===== config.mk =====
export PLATFORM = sky130hd
export DESIGN_NAME = fft_controller_gen_flat
export DESIGN_NICKNAME = d
export VERILOG_FILES = /design/src/rtl/fft_controller_gen_if.sv /design/src/rtl/fft_controller_gen.sv /design/src/flat_wrapper.sv
export SDC_FILE = /design/constraint.sdc
export NUM_CORES = 1
export LEC_CHECK = 0
export ABC_CLOCK_PERIOD_IN_PS = 3090
export BUFFER_PORTS_ARGS = -buffer_cell sky130_fd_sc_hd__buf_2
export CORE_UTILIZATION = 54
export CTS_BUF_LIST = sky130_fd_sc_hd__clkbuf_4 sky130_fd_sc_hd__clkbuf_8 sky130_fd_sc_hd__clkbuf_16
export DETAILED_ROUTE_END_ITERATION = 10
export PLACE_DENSITY = 0.8
export SLEW_MARGIN = 25
export SYNTH_ARGS = -nofsm -noshare
export SYNTH_HDL_FRONTEND = slang
export SYNTH_SLANG_ARGS = --single-unit
export TNS_END_PERCENT = 30

===== constraint.sdc =====
create_clock -name clk -period 3.09 [get_ports clk]
set_input_delay 0.618 -clock clk [delete_from_list [all_inputs] [get_ports clk]]
set_output_delay 0.618 -clock clk [all_outputs]
set_load 0.1 [all_outputs]

===== src/rtl/fft_controller_gen_if.sv =====
// Handshake and status bundle between the FFT sequencer and its neighbours.
// master = sequencer side, slave = buffer/FFT/status side.
interface fft_controller_gen_if #(
    parameter int N_STAGE     = 8,
    parameter int FRAME_CNT_W = 16
);
    logic                   buf_almost_rfull;
    logic                   buf_rempty;
    logic                   r_req;
    logic                   spi_en_inf_system_sync;
    logic                   out_ready;
    logic                   valid;
    logic                   fft_adv;
    logic                   frame_busy;
    logic                   frame_done;
    logic                   frame_abort;
    logic [FRAME_CNT_W-1:0] frame_cnt;
    logic [N_STAGE-1:0]     FSM_pre_store_en;
    logic [N_STAGE-1:0]     FSM_calc_en;
    logic [N_STAGE-1:0]     FSM_data_in_buf_ren;

    modport master (
        input  buf_almost_rfull, buf_rempty, spi_en_inf_system_sync, out_ready,
        output r_req, valid, fft_adv, frame_busy, frame_done, frame_abort,
        output frame_cnt, FSM_pre_store_en, FSM_calc_en, FSM_data_in_buf_ren
    );

    modport slave (
        output buf_almost_rfull, buf_rempty, spi_en_inf_system_sync, out_ready,
        input  r_req, valid, fft_adv, frame_busy, frame_done, frame_abort,
        input  frame_cnt, FSM_pre_store_en, FSM_calc_en, FSM_data_in_buf_ren
    );
endinterface


===== src/rtl/fft_controller_gen.sv =====
// Frame sequencer for an N_FFT-point radix-2 SDF FFT: reads one frame,
// drains the pipeline under back-pressure, and drives per-stage enables.
module fft_controller_gen #(
    parameter int N_FFT            = 256,
    parameter int REN_EARLY_STAGES = 3,
    parameter int FRAME_CNT_W      = 16
) (
    input  logic                 clk,
    input  logic                 rst_n,
    fft_controller_gen_if.master bus
);
    localparam int N_STAGE   = $clog2(N_FFT);
    localparam int CNT_WIDTH = $clog2(N_FFT) + 1;

    localparam logic [CNT_WIDTH-1:0] FILL_LAST  = CNT_WIDTH'(N_FFT - 1);
    localparam logic [CNT_WIDTH-1:0] DRAIN_LAST = CNT_WIDTH'(2 * N_FFT - 1);
    localparam logic [CNT_WIDTH-1:0] RD_MAX     = CNT_WIDTH'(N_FFT);

    typedef enum logic [1:0] {
        IDLE  = 2'd0,
        FILL  = 2'd1,
        DRAIN = 2'd2
    } state_t;

    state_t                 state, state_nx;
    logic [CNT_WIDTH-1:0]   counter, counter_nx;
    logic [CNT_WIDTH-1:0]   rd_issued, rd_issued_nx;
    logic                   valid_q;
    logic                   done_q, done_nx;
    logic                   abort_q, abort_nx;
    logic                   r_req, cnt_en;
    logic [FRAME_CNT_W-1:0] frame_cnt;
    logic [N_STAGE-1:0]     pre_en, calc_en, ren;

    function automatic logic [CNT_WIDTH-1:0] ren_thr(input int i);
        int t;
        t = N_FFT - (N_FFT >> (i + 1)) - ((i < REN_EARLY_STAGES) ? 1 : 0);
        return CNT_WIDTH'(t);
    endfunction

    always_comb begin
        state_nx     = state;
        counter_nx   = counter;
        rd_issued_nx = rd_issued;
        r_req        = 1'b0;
        cnt_en       = 1'b0;
        done_nx      = 1'b0;
        abort_nx     = 1'b0;
        unique case (state)
            IDLE: begin
                counter_nx   = '0;
                rd_issued_nx = '0;
                if (bus.buf_almost_rfull && bus.spi_en_inf_system_sync)
                    state_nx = FILL;
            end
            FILL: begin
                r_req  = ~bus.buf_rempty & (rd_issued < RD_MAX);
                cnt_en = valid_q;
                if (r_req)
                    rd_issued_nx = rd_issued + 1'b1;
                if (valid_q)
                    counter_nx = counter + 1'b1;
                if (valid_q && counter == FILL_LAST)
                    state_nx = DRAIN;
            end
            DRAIN: begin
                cnt_en = bus.out_ready;
                if (bus.out_ready) begin
                    if (counter == DRAIN_LAST) begin
                        counter_nx   = '0;
                        rd_issued_nx = '0;
                        done_nx      = 1'b1;
                        state_nx     = IDLE;
                    end else begin
                        counter_nx = counter + 1'b1;
                    end
                end
            end
            default: state_nx = IDLE;
        endcase
        // Losing the enable abandons the frame; any in-flight sample is dropped.
        if (state != IDLE && !bus.spi_en_inf_system_sync) begin
            state_nx     = IDLE;
            counter_nx   = '0;
            rd_issued_nx = '0;
            r_req        = 1'b0;
            cnt_en       = 1'b0;
            done_nx      = 1'b0;
            abort_nx     = 1'b1;
        end
    end

    always_ff @(posedge clk or negedge rst_n) begin
        if (!rst_n) begin
            state     <= IDLE;
            counter   <= '0;
            rd_issued <= '0;
            valid_q   <= 1'b0;
            done_q    <= 1'b0;
            abort_q   <= 1'b0;
            frame_cnt <= '0;
        end else begin
            state     <= state_nx;
            counter   <= counter_nx;
            rd_issued <= rd_issued_nx;
            valid_q   <= r_req;
            done_q    <= done_nx;
            abort_q   <= abort_nx;
            if (done_nx)
                frame_cnt <= frame_cnt + FRAME_CNT_W'(1);
        end
    end

    always_comb begin
        pre_en  = '0;
        calc_en = '0;
        ren     = '0;
        for (int i = 0; i < N_STAGE; i++) begin
            pre_en[i]  = ~counter[N_STAGE-1-i];
            calc_en[i] = counter[N_STAGE-1-i];
            ren[i]     = (counter >= ren_thr(i));
        end
    end

    assign bus.r_req               = r_req;
    assign bus.valid               = valid_q;
    assign bus.fft_adv             = cnt_en;
    assign bus.frame_busy          = (state != IDLE);
    assign bus.frame_done          = done_q;
    assign bus.frame_abort         = abort_q;
    assign bus.frame_cnt           = frame_cnt;
    assign bus.FSM_pre_store_en    = pre_en;
    assign bus.FSM_calc_en         = calc_en;
    assign bus.FSM_data_in_buf_ren = ren;
endmodule


===== src/flat_wrapper.sv =====
// flat-port wrapper written by rule: the top's interface ports become plain ports
module fft_controller_gen_flat 
#(
    parameter int N_FFT            = 256,
    parameter int REN_EARLY_STAGES = 3,
    parameter int FRAME_CNT_W      = 16
)
  (clk, rst_n, bus_buf_almost_rfull, bus_buf_rempty, bus_spi_en_inf_system_sync, bus_out_ready, bus_r_req, bus_valid, bus_fft_adv, bus_frame_busy, bus_frame_done, bus_frame_abort, bus_frame_cnt, bus_FSM_pre_store_en, bus_FSM_calc_en, bus_FSM_data_in_buf_ren);
  fft_controller_gen_if #(.FRAME_CNT_W(FRAME_CNT_W)) bus_i ();
  input  logic clk;
  input  logic rst_n;
  input wire logic [$bits(bus_i.buf_almost_rfull)-1:0] bus_buf_almost_rfull;
  input wire logic [$bits(bus_i.buf_rempty)-1:0] bus_buf_rempty;
  input wire logic [$bits(bus_i.spi_en_inf_system_sync)-1:0] bus_spi_en_inf_system_sync;
  input wire logic [$bits(bus_i.out_ready)-1:0] bus_out_ready;
  output wire logic [$bits(bus_i.r_req)-1:0] bus_r_req;
  output wire logic [$bits(bus_i.valid)-1:0] bus_valid;
  output wire logic [$bits(bus_i.fft_adv)-1:0] bus_fft_adv;
  output wire logic [$bits(bus_i.frame_busy)-1:0] bus_frame_busy;
  output wire logic [$bits(bus_i.frame_done)-1:0] bus_frame_done;
  output wire logic [$bits(bus_i.frame_abort)-1:0] bus_frame_abort;
  output wire logic [$bits(bus_i.frame_cnt)-1:0] bus_frame_cnt;
  output wire logic [$bits(bus_i.FSM_pre_store_en)-1:0] bus_FSM_pre_store_en;
  output wire logic [$bits(bus_i.FSM_calc_en)-1:0] bus_FSM_calc_en;
  output wire logic [$bits(bus_i.FSM_data_in_buf_ren)-1:0] bus_FSM_data_in_buf_ren;
  assign bus_i.buf_almost_rfull = bus_buf_almost_rfull;
  assign bus_i.buf_rempty = bus_buf_rempty;
  assign bus_i.spi_en_inf_system_sync = bus_spi_en_inf_system_sync;
  assign bus_i.out_ready = bus_out_ready;
  assign bus_r_req = bus_i.r_req;
  assign bus_valid = bus_i.valid;
  assign bus_fft_adv = bus_i.fft_adv;
  assign bus_frame_busy = bus_i.frame_busy;
  assign bus_frame_done = bus_i.frame_done;
  assign bus_frame_abort = bus_i.frame_abort;
  assign bus_frame_cnt = bus_i.frame_cnt;
  assign bus_FSM_pre_store_en = bus_i.FSM_pre_store_en;
  assign bus_FSM_calc_en = bus_i.FSM_calc_en;
  assign bus_FSM_data_in_buf_ren = bus_i.FSM_data_in_buf_ren;
  fft_controller_gen #(.N_FFT(N_FFT), .REN_EARLY_STAGES(REN_EARLY_STAGES), .FRAME_CNT_W(FRAME_CNT_W)) u_core (.clk(clk), .rst_n(rst_n), .bus(bus_i));
endmodule

==> results.ini, run 1 <==
[routing]
drtAntennaViolNets=0
drtPass1Iterations=4
wl_um=5056
remaining_drc_errors=0
num_vias=2001
drt_iter0_drc=175
vias_per_cell=5.767
wire_per_inst_um=14.57

[grt]
grt_max_degree=40
overflow=0
first_global_vias=1789
grt_usage_pct=24.35
antenna_found_initial=0
grt_pass1_wl_um=8273

[power]
power_frac_seq_pct=30.6
comb_power_share_pct=46.6
switching_share_pct=45.61
p_leak_uw=0.001350
ir_drop_uv=715.8
p_clk_share_pct=22.7
p_sw_uw=850.2
p_total_uw=1864
cellInternalPower_uw=1014
p_per_area_nw_per_um2=692.0

[worst_setup_path]
critPathArrivalTime_ns=2.32
worstPathCellList=ha_1 -> and3_1 -> and3_1 -> and3_1 -> ha_1 -> nor2_1 -> o41ai_2 -> buf_2
critical-path-top-delay-family=simple AND/OR/NAND/NOR gates
endpoint_kind=output pin
critPathLaunch=u_core.counter[1]
cpMostUsedCell=and3_1
worstSetupEndpoint=bus_FSM_data_in_buf_ren[7]
max_stage_delay_ns=0.44
r2r_end=u_core.counter[0]
cpMaxStageDelayCell=dfrtp_1
critPathLaunchType=flop
setup.worst_path.class=flop to output pin
ff2ff_path_depth=9
r2r-start=u_core.counter[1]
cp_max_fo=7
required_ns=2.47
path_depth=8
crit_buf_inv=1
r2r_slack_ns=0.47

[placement]
place_hpwl_um=3657
post-place-ws_ns=0.4795
io_buffers=51
gp_congestion=0.8200

[clock_network]
clk_path_buf_depth=2
cts_max_level=2
cts_buffers=5
clk_pin_slew_worst_paths_ns=0.09
cts_setup_buffers=0
clkSinkCount=39
clk_latency_ns=0.29
cts_resized=0
ctsHoldBuffers=0
cts_tree=built
cts_root_buf=clkbuf_8

[yosys]
ys_seq_area_share_pct=41.98
ys_async_sr_fraction_pct=100.0
synth.net_count=265
synth_top_area_cell=dfrtp_1
netlist_top_cells_area=dfrtp_1 (42%), ha_1 (4.8%), xnor2_1 (4.5%), nand2_1 (3.9%), nor2_1 (3.1%)
synth-edff-count=0
ys_types=51
yosys_warnings=0
synth-seq-cells=39
synthCells=250
avgSynthCellArea_sq_um=9.299
synthFlopType=dfrtp_1
synth_top_area_share_pct=41.98
netlist_area_sq_um=2325

[sta]
period_needed_ns=2.941
finClkSkew_ns=0.01402
tightest_slew_ns=0.8401
slew_headroom_pct=43.99
fin_crit_sh_pct=95.17
rsz0062_at_grt=no
max_freq_ghz=0.3401
final-max-slew-violation-count=0
setup_viol_count_final=0
layout_setup_ws_ns=0.1494
finalHoldViolations=0

[layout]
fin_util_pct=66.39
layout_commonest_cell=buf_2
layout_common_cells=buf_2 (51), dfrtp_1 (39), nand2_1 (24)
areaGrowthSynthToFinish_pct=15.88
fin_nets=311
nFillCells=340
antenna_cells=0
drive_gt1_share_pct=23.91

[hold_path]
hold_path.class=input pin to async pin

[floorplan]
num_rows=23
coreArea_sq_um=4058
ios=52
die_h_um=67.61
dieArea_sq_um=4571
start_util_pct=57.29
die_w_um=67.61

[status]
outcome=complete, no violations

[flow_run]
drv_cap=0

-- per-layer routing --
layer	part of all wire (%)	up-vias	global-route usage, %
li1	-	968	-
met1	45	953	31.19
met2	48	74	40.84
met3	6.0	6	4.561
met4	1.0	0	8.245
met5	0	-	0
-- cells in the mapped netlist, types with 2 or more instances --
cell type / instances
dfrtp_1: 39
nand2_1: 24
nor2_1: 19
inv_1: 18
nand3_1: 12
xnor2_1: 12
o21ai_0: 11
ha_1: 9
a21oi_1: 8
and3_1: 8
buf_4: 8
nand4_1: 8
mux2i_1: 5
nor3_1: 5
o2bb2ai_1: 5
nor2b_1: 4
nor4_1: 4
a21boi_0: 3
a21o_1: 3
and2_1: 3
clkbuf_1: 3
o21ai_1: 3
xor2_1: 3
a22oi_1: 2
buf_2: 2
nor3b_1: 2
o211ai_1: 2
o31ai_1: 2
-- worst reg2reg max path, delay by kind of cell (launching register included) --
kind                     cells  cell delay (ns)
AO/OA/AOI/OAI                1             0.45
adder cells (fa/ha/maj)      2             0.49
flip-flops                   1             0.44
multiplexers                 1             0.12
AND/OR/NAND/NOR              5             0.98
-- worst min path at each step --
stage	cells past startpoint	endpoint	from	slack (ns)
finish	1	u_core.counter[7]	rst_n	0.43
floorplan	0	u_core.bus.frame_abort	rst_n	0.32
global placement	1	u_core.bus.frame_cnt[15]	u_core.bus.frame_cnt[15]	0.46
detailed placement	1	u_core.bus.frame_cnt[15]	u_core.bus.frame_cnt[15]	0.46
global route	1	u_core.bus.frame_cnt[15]	u_core.bus.frame_cnt[15]	0.49
CTS	1	u_core.counter[6]	rst_n	0.45
-- cell families after synthesis --
kind of cell	Yosys count	share of synthesized area, %
buf+inv	31	6.405
flops	39	41.98
fa+ha+maj	9	4.844
xor+xnor	15	5.651
simple gates	96	20.88
mux	6	2.637
compound gates	54	17.60
-- through the flow --
step                instances  instance area, sq um  hold WS (ns)  setup TNS [ns]
finish                    347                  2694        0.4253               0
global route              347                  2694        0.4869               0
CTS                       347                  2694        0.4510               0
detailed placement        339                  2581        0.4627               0
global placement          339                  2581        0.4602               0
floorplan                 250                  2337        0.3224         -0.9158
-- power groups by stage --
stage	logic (uW)	registers [uW]	clock network, uW
floorplan	658	631	0
global placement	854	579	0
detailed placement	867	580	0
CTS	868	571	439
global route	944	577	454
finish	869	571	424
-- final cells by class --
type,count,area [sq um],share of cell area (%)
Clock inverter,3,43.79,1.626
Sequential cell,39,975.9,36.23
Inverter,18,67.56,2.508
Clock buffer,5,68.82,2.555
Timing Repair Buffer,52,262.8,9.754
Tap cell,50,62.56,2.322
Multi-Input combinational cell,180,1212,45.01
-- flip-flops by register name, indices dropped and copies added, names as in the netlist --
register,flops
u_core.bus.frame_cnt,16
u_core.rd_issued,9
u_core.bus.frame_abort,1
u_core.counter,9
u_core.state,2
u_core.bus.frame_done,1
u_core.bus.valid,1
Note: power is estimated with default switching activity, not from simulation.
==> run 2: changes to the inputs <==
--- a/config.mk
+++ b/config.mk
@@ -10,6 +10,7 @@
 export CORE_UTILIZATION = 54
 export CTS_BUF_LIST = sky130_fd_sc_hd__clkbuf_4 sky130_fd_sc_hd__clkbuf_8 sky130_fd_sc_hd__clkbuf_16
 export DETAILED_ROUTE_END_ITERATION = 10
+export GPL_TIMING_DRIVEN = 0
 export PLACE_DENSITY = 0.8
 export SLEW_MARGIN = 25
 export SYNTH_ARGS = -nofsm -noshare
==> run 2 against run 1 <==
  * Clock power up 22%
  * Highest routed layer unchanged
  * First-iteration DRC count down 54%
  * Via count up 0.60%
  * Maximum frequency up 0.42%
  * Critical path type unchanged
  * Hold slack worse by 0.0068 ns
==> results.ini, run 2 (synthesis results as in run 1) <==
[status]
outcome=complete, no violations  ; unchanged

[layout]
reg_top3=u_core.bus.frame_cnt (16), u_core.counter (9), u_core.rd_issued (9)  ; unchanged
areaGrowthSynthToFinish_pct=20.29  ; was 15.88%
layout_common_cells=buf_2 (52), dfrtp_1 (39), nand2_1 (24)  ; was buf_2 (51), dfrtp_1 (39), nand2_1 (24)
stdcell_area_sq_um=2796  ; was 2694 sq um
multi_input_area_sq_um=1215  ; was 1212 sq um
regArea_sq_um=975.9  ; unchanged
nFillCells=336  ; was 340
largest_register_ffs=16  ; unchanged
top_register=u_core.bus.frame_cnt  ; unchanged
layout_commonest_cell=buf_2  ; unchanged
drive_gt1_share_pct=26.21  ; was 23.91%
antenna_cells=0  ; unchanged
fin_nets=323  ; was 311

[sta]
slew_headroom_pct=43.41  ; was 43.99%
final-max-slew-violation-count=0  ; unchanged
holdWs_ns=0.4186  ; was 0.4253 ns
finalHoldViolations=0  ; unchanged
fin_crit_sh_pct=94.77  ; was 95.17%
period_needed_ns=2.928  ; was 2.941 ns
tightest_slew_ns=0.8488  ; was 0.8401 ns
max_freq_ghz=0.3415  ; was 0.3401 GHz
rsz0062_at_grt=no  ; unchanged
finClkSkew_ns=0.007689  ; was 0.01402 ns
setup_viol_count_final=0  ; unchanged

[clock_network]
cts_resized=0  ; unchanged
cts_buffers=5  ; unchanged
cts_root_buf=clkbuf_8  ; unchanged
ctsHoldBuffers=0  ; unchanged
clkSinkCount=39  ; unchanged
cts_tree=built  ; unchanged
cts_setup_buffers=0  ; unchanged
clk_pin_slew_worst_paths_ns=0.08  ; was 0.09 ns
cts_max_level=2  ; unchanged
clk_latency_ns=0.30  ; was 0.29 ns
clk_path_buf_depth=2  ; unchanged

[placement]
place_hpwl_um=3595  ; was 3657 um
gp_congestion=0.8951  ; was 0.8200
place_area_sq_um=2655  ; was 2581 sq um
io_buffers=51  ; unchanged

[grt]
grt_usage_pct=24.88  ; was 24.35%
antenna_found_initial=0  ; unchanged
first_global_vias=1835  ; was 1,789
grt_pass1_wl_um=8411  ; was 8273 um
grt_max_degree=40  ; unchanged
overflow=0  ; unchanged

[worst_setup_path]
endpoint_kind=output pin  ; unchanged
cp_max_fo=10  ; was 7
max_stage_delay_ns=0.42  ; was 0.44 ns
critPathLaunchType=flop  ; unchanged
setup.worst_path.class=flop to output pin  ; unchanged
critPathArrivalTime_ns=2.31  ; was 2.32 ns
required_ns=2.47  ; about the same
cpMaxStageDelayCell=clkbuf_1  ; was dfrtp_1
worstPathCellList=inv_1 -> ha_1 -> buf_2 -> nor2_1 -> clkbuf_1 -> nor2_1 -> buf_2  ; was ha_1 -> and3_1 -> and3_1 -> and3_1 -> ha_1 -> nor2_1 -> o41ai_2 -> buf_2

[routing]
wire_per_inst_um=13.93  ; was 14.57 um
wl_um=5002  ; was 5056 um
drt_iter0_drc=80  ; was 175
drtAntennaViolNets=0  ; unchanged
remaining_drc_errors=0  ; unchanged
drtPass1Iterations=4  ; unchanged
num_vias=2013  ; was 2,001
vias_per_cell=5.607  ; was 5.767

[floorplan]
dieArea_sq_um=4571  ; unchanged
die_w_um=67.61  ; unchanged
die_h_um=67.61  ; unchanged
ios=52  ; unchanged
start_util_pct=57.29  ; unchanged
coreArea_sq_um=4058  ; unchanged
num_rows=23  ; unchanged

[power]
p_leak_uw=0.001412  ; was 0.001350 uW
p_per_area_nw_per_um2=704.7  ; was 692.0 nW/um^2
ir_drop_uv=503.0  ; was 715.8 uV

[hold_path]
hold_path.class=input pin to async pin  ; unchanged

[flow_run]
drv_cap=0  ; unchanged

[run 2: final cells by class]
class                   count  area share, %
plain buffers              13          2.908
clock buffers               6          2.729
clock inverters             2          2.148
repair buffers             51          9.217
well taps                  50          2.237
flip-flops and latches     39          34.90
inverters                  18          2.416
multi-input cells         180          43.45
[run 2: path summary, 6_finish.rpt]
path                                           from                        to  slack (ns)  depth (start not counted)
hold reg to reg            u_core.bus.frame_cnt[15]  u_core.bus.frame_cnt[15]        0.49                          1
setup reg to reg                  u_core.counter[1]         u_core.counter[0]        0.37                          9
min in group clk           u_core.bus.frame_cnt[15]  u_core.bus.frame_cnt[15]        0.49                          1
max in group asynchronous                     rst_n       u_core.rd_issued[8]        2.13                          1
hold / removal                                rst_n           u_core.state[0]        0.42                          1
setup / recovery                    u_core.state[0]                 bus_r_req        0.16                          7
[run 2: worst max-delay path: cells and delay by family (launching register included)]
kind | cells | cell delay [ns]
AND/OR/NAND/NOR | 2 | 0.39
adder cells (fa/ha/maj) | 1 | 0.20
buffers and inverters | 4 | 1.02
flip-flops | 1 | 0.39
[run 2: metrics by stage]
step | total power, uW | setup slack, ns | TNS (ns) | cells | util [%]
global route | 2093 | 0.006898 | 0 | 359 | 68.92
floorplan | 1289 | -0.6166 | -0.9158 | 250 | -
CTS | 1979 | 0.06607 | 0 | 359 | 68.79
global placement | 1451 | 0.3897 | 0 | 351 | 65.43
finish | 1971 | 0.1616 | 0 | 359 | 68.92
detailed placement | 1456 | 0.3973 | 0 | 351 | 65.43
[run 2: layer usage]
| layer | wire [um] | up-vias | global-route usage [%] |
|---|---|---|---|
| met2 | 2329 | 52 | 40.97 |
| met1 | 2349 | 951 | 31.48 |
| li1 | - | 1002 | - |
| met4 | 90 | 0 | 9.043 |
| met5 | 0 | - | 0 |
| met3 | 232 | 8 | 5.912 |
[run 2: where the power goes]
part	total [uW]	internal (uW)	switching, uW
clock network	518	332	186
registers	572	542	29.5
logic	881	236	644
total	1970	1110	860
==> run 3: changes to the inputs <==
--- a/config.mk
+++ b/config.mk
@@ -7,11 +7,12 @@
 export LEC_CHECK = 0
 export ABC_CLOCK_PERIOD_IN_PS = 3090
 export BUFFER_PORTS_ARGS = -buffer_cell sky130_fd_sc_hd__buf_2
-export CORE_UTILIZATION = 54
+export CORE_UTILIZATION = 53
 export CTS_BUF_LIST = sky130_fd_sc_hd__clkbuf_4 sky130_fd_sc_hd__clkbuf_8 sky130_fd_sc_hd__clkbuf_16
 export DETAILED_ROUTE_END_ITERATION = 10
 export GPL_TIMING_DRIVEN = 0
-export PLACE_DENSITY = 0.8
+export PLACE_DENSITY = 0.78
+export REMOVE_ABC_BUFFERS = 1
 export SLEW_MARGIN = 25
 export SYNTH_ARGS = -nofsm -noshare
 export SYNTH_HDL_FRONTEND = slang
==> run 3 against run 2 <==
  * Die area is 1.8% higher
  * Non-clock buffer count is 13 lower
  * Hold slack improved by 0.0012 ns
  * Sequential share of layout area is 1.9 points higher
  * First-iteration DRC count up 71%
  * Global-route usage shrank 1.7 points
  * Worst setup slack worse by 0.012 ns
  * Combinational power decreased by 0.8%
  * Sequential power about the same
  * Maximum frequency decreased by 0.40%
  * Utilization fell by 4.4 points
  * Design area shrank 5.1%
==> results.ini, run 3 (synthesis results as in run 1) <==
[grt]
overflow=0  ; unchanged
first_global_vias=1812  ; was 1,835
antenna_found_initial=0  ; unchanged
grt_pass1_wl_um=7997  ; was 8411 um
grt_max_degree=40  ; unchanged
grt_usage_pct=23.23  ; was 24.88%

[placement]
io_buffers=51  ; unchanged
place_area_sq_um=2561  ; was 2655 sq um
place_hpwl_um=3540  ; was 3595 um
gp_congestion=0.8618  ; was 0.8951

[floorplan]
dieArea_sq_um=4655  ; was 4571 sq um
coreArea_sq_um=4115  ; was 4058 sq um
num_rows=23  ; unchanged
ios=52  ; unchanged
die_h_um=68.23  ; was 67.61 um
start_util_pct=56.49  ; was 57.29%
die_w_um=68.23  ; was 67.61 um

[routing]
wire_per_inst_um=14.28  ; was 13.93 um
wl_um=4941  ; was 5002 um
vias_per_cell=5.647  ; was 5.607
topRoutingLayerUsed=met4  ; unchanged
num_vias=1954  ; was 2,013
wl_met1_um=2421  ; was 2349 um
drtPass1Iterations=4  ; unchanged
met3_length_um=205  ; was 232 um
drt_iter0_drc=137  ; was 80
route.met2.wl_um=2249  ; was 2329 um
remaining_drc_errors=0  ; unchanged
drtAntennaViolNets=0  ; unchanged

[sta]
finClkSkew_ns=0.006872  ; was 0.007689 ns
final-max-slew-violation-count=0  ; unchanged
period_needed_ns=2.940  ; was 2.928 ns
tightest_slew_ns=0.8752  ; was 0.8488 ns
max_freq_ghz=0.3401  ; was 0.3415 GHz
finalSetupTns_ns=0  ; unchanged
fin_crit_sh_pct=95.15  ; was 94.77%
finalHoldViolations=0  ; unchanged
setup_viol_count_final=0  ; unchanged
slew_headroom_pct=41.65  ; was 43.41%
rsz0062_at_grt=no  ; unchanged

[worst_setup_path]
r2r_end=u_core.counter[0]  ; unchanged
critPathLaunchType=flop  ; unchanged
cpMostUsedCell=and3_1
r2r_slack_ns=0.37  ; about the same
max_stage_delay_ns=0.45  ; was 0.42 ns
endpoint_kind=output pin  ; unchanged
cp_max_fo=7  ; was 10
ff2ff_path_depth=9  ; unchanged
cpMaxStageDelayCell=dfrtp_1  ; was clkbuf_1
setup.worst_path.class=flop to output pin  ; unchanged
critical-path-top-delay-family=simple AND/OR/NAND/NOR gates  ; was buffers and inverters
critPathArrivalTime_ns=2.32  ; was 2.31 ns
worstPathCellList=ha_1 -> and3_1 -> and3_1 -> and3_1 -> ha_1 -> nor2_1 -> o41ai_1 -> clkbuf_4  ; was inv_1 -> ha_1 -> buf_2 -> nor2_1 -> clkbuf_1 -> nor2_1 -> buf_2
required_ns=2.47  ; about the same
r2r-start=u_core.counter[1]  ; unchanged
crit_buf_inv=1  ; was 4

[layout]
stdcell_area_sq_um=2655  ; was 2796 sq um
reg_top3=u_core.bus.frame_cnt (16), u_core.counter (9), u_core.rd_issued (9)  ; unchanged
antenna_cells=0  ; unchanged
areaGrowthSynthToFinish_pct=14.21  ; was 20.29%
layout_common_cells=buf_2 (50), dfrtp_1 (39), nand2_1 (24)  ; was buf_2 (52), dfrtp_1 (39), nand2_1 (24)
top_register=u_core.bus.frame_cnt  ; unchanged
fin_util_pct=64.52  ; was 68.92%
largest_register_ffs=16  ; unchanged
drive_gt1_share_pct=23.31  ; was 26.21%
fin_nets=310  ; was 323
nFillCells=358  ; was 336
layout_commonest_cell=buf_2  ; unchanged

[power]
cellInternalPower_uw=936.4  ; was 1110 uW
p_clk_share_pct=19.6  ; was 26.3%
ir_drop_uv=455.0  ; was 503.0 uV
p_total_uw=1801  ; was 1971 uW
p_per_area_nw_per_um2=678.4  ; was 704.7 nW/um^2
comb_power_share_pct=48.5  ; was 44.7%
p_leak_uw=0.001323  ; was 0.001412 uW
switching_share_pct=48.01  ; was 43.65%
p_sw_uw=864.7  ; was 860.1 uW
power_frac_seq_pct=31.9  ; was 29.0%

[clock_network]
clk_path_buf_depth=2  ; unchanged
clkSinkCount=39  ; unchanged
cts_max_level=2  ; unchanged
ctsHoldBuffers=0  ; unchanged
cts_buffers=5  ; unchanged
clk_pin_slew_worst_paths_ns=0.08  ; about the same
cts_root_buf=clkbuf_8  ; unchanged
cts_tree=built  ; unchanged
clk_latency_ns=0.30  ; about the same

[flow_run]
drv_cap=0  ; unchanged

[hold_path]
hold_path.class=input pin to async pin  ; unchanged

[status]
outcome=complete, no violations  ; unchanged

[run 3: cell types whose count changed in the layout (fill, tap and decap cells not counted), moves of 2 or more]
cell / previous run / this run
buf_4: 9 / 0
clkbuf_1: 3 / 0
buf_2: 52 / 50
bufinv_16: 2 / 0
[run 3: cell type report]
type / instances / area [sq um] / share of cell area [%]
flip-flops and latches: 39 / 975.9 / 36.76
inverters: 18 / 67.56 / 2.545
well taps: 50 / 62.56 / 2.356
multi-input cells: 180 / 1202 / 45.29
clock inverters: 2 / 12.51 / 0.4713
repair buffers: 51 / 257.7 / 9.708
clock buffers: 6 / 76.32 / 2.875
[run 3: timing repair]
action                     CTS  global route
buffers inserted             0             0
setup endpoints to repair    0             2
resized for setup            0             2
[run 3: power by group through the flow]
| stage | Combinational, uW | Clock [uW] | Sequential (uW) |
|---|---|---|---|
| 6_report | 874 | 353 | 574 |
| 5_1_grt | 959 | 383 | 576 |
| 4_1_cts | 868 | 364 | 573 |
| 3_5_place_dp | 863 | 0 | 583 |
| 3_3_place_gp | 847 | 0 | 580 |
| 2_1_floorplan | 602 | 0 | 668 |
[run 3: per-stage QoR]
| step | hold slack, ns | setup slack (ns) | cells |
|---|---|---|---|
| after floorplan | 0.3224 | -2.539 | 237 |
| after global placement | 0.4600 | 0.4306 | 338 |
| after detailed placement | 0.4739 | 0.4221 | 338 |
| after CTS | 0.4731 | 0.08431 | 346 |
| after global routing | 0.5141 | 0.04217 | 346 |
| final | 0.4198 | 0.1497 | 346 |
[run 3: routing by layer]
| metal | up-vias | global-route usage, % |
|---|---|---|
| met4 | 0 | 9.375 |
| li1 | 975 | - |
| met2 | 51 | 37.99 |
| met5 | - | 0 |
| met1 | 923 | 29.11 |
| met3 | 5 | 5.833 |
[run 3: how the worst max path moves through the flow]
stage                            startpoint                         end  slack (ns)  cells past startpoint
after global placement    u_core.counter[1]           u_core.counter[0]        0.43                      9
final                     u_core.counter[1]  bus_FSM_data_in_buf_ren[7]        0.15                      8
after global routing      u_core.counter[1]  bus_FSM_data_in_buf_ren[7]        0.04                      8
after CTS                 u_core.counter[1]  bus_FSM_data_in_buf_ren[7]        0.08                      8
after floorplan           u_core.counter[1]  bus_FSM_data_in_buf_ren[7]       -2.54                      2
after detailed placement  u_core.counter[1]           u_core.counter[0]        0.42                      9
[run 3: worst reg2reg max path: stages, from the launching register on]
cell and delay (ns):
dfrtp_1 0.45, ha_1 0.24, and3_1 0.20, and3_1 0.20, and3_1 0.19, ha_1 0.28
nor2b_1 0.08, o21bai_1 0.49, nand2b_1 0.35, mux2i_1 0.12
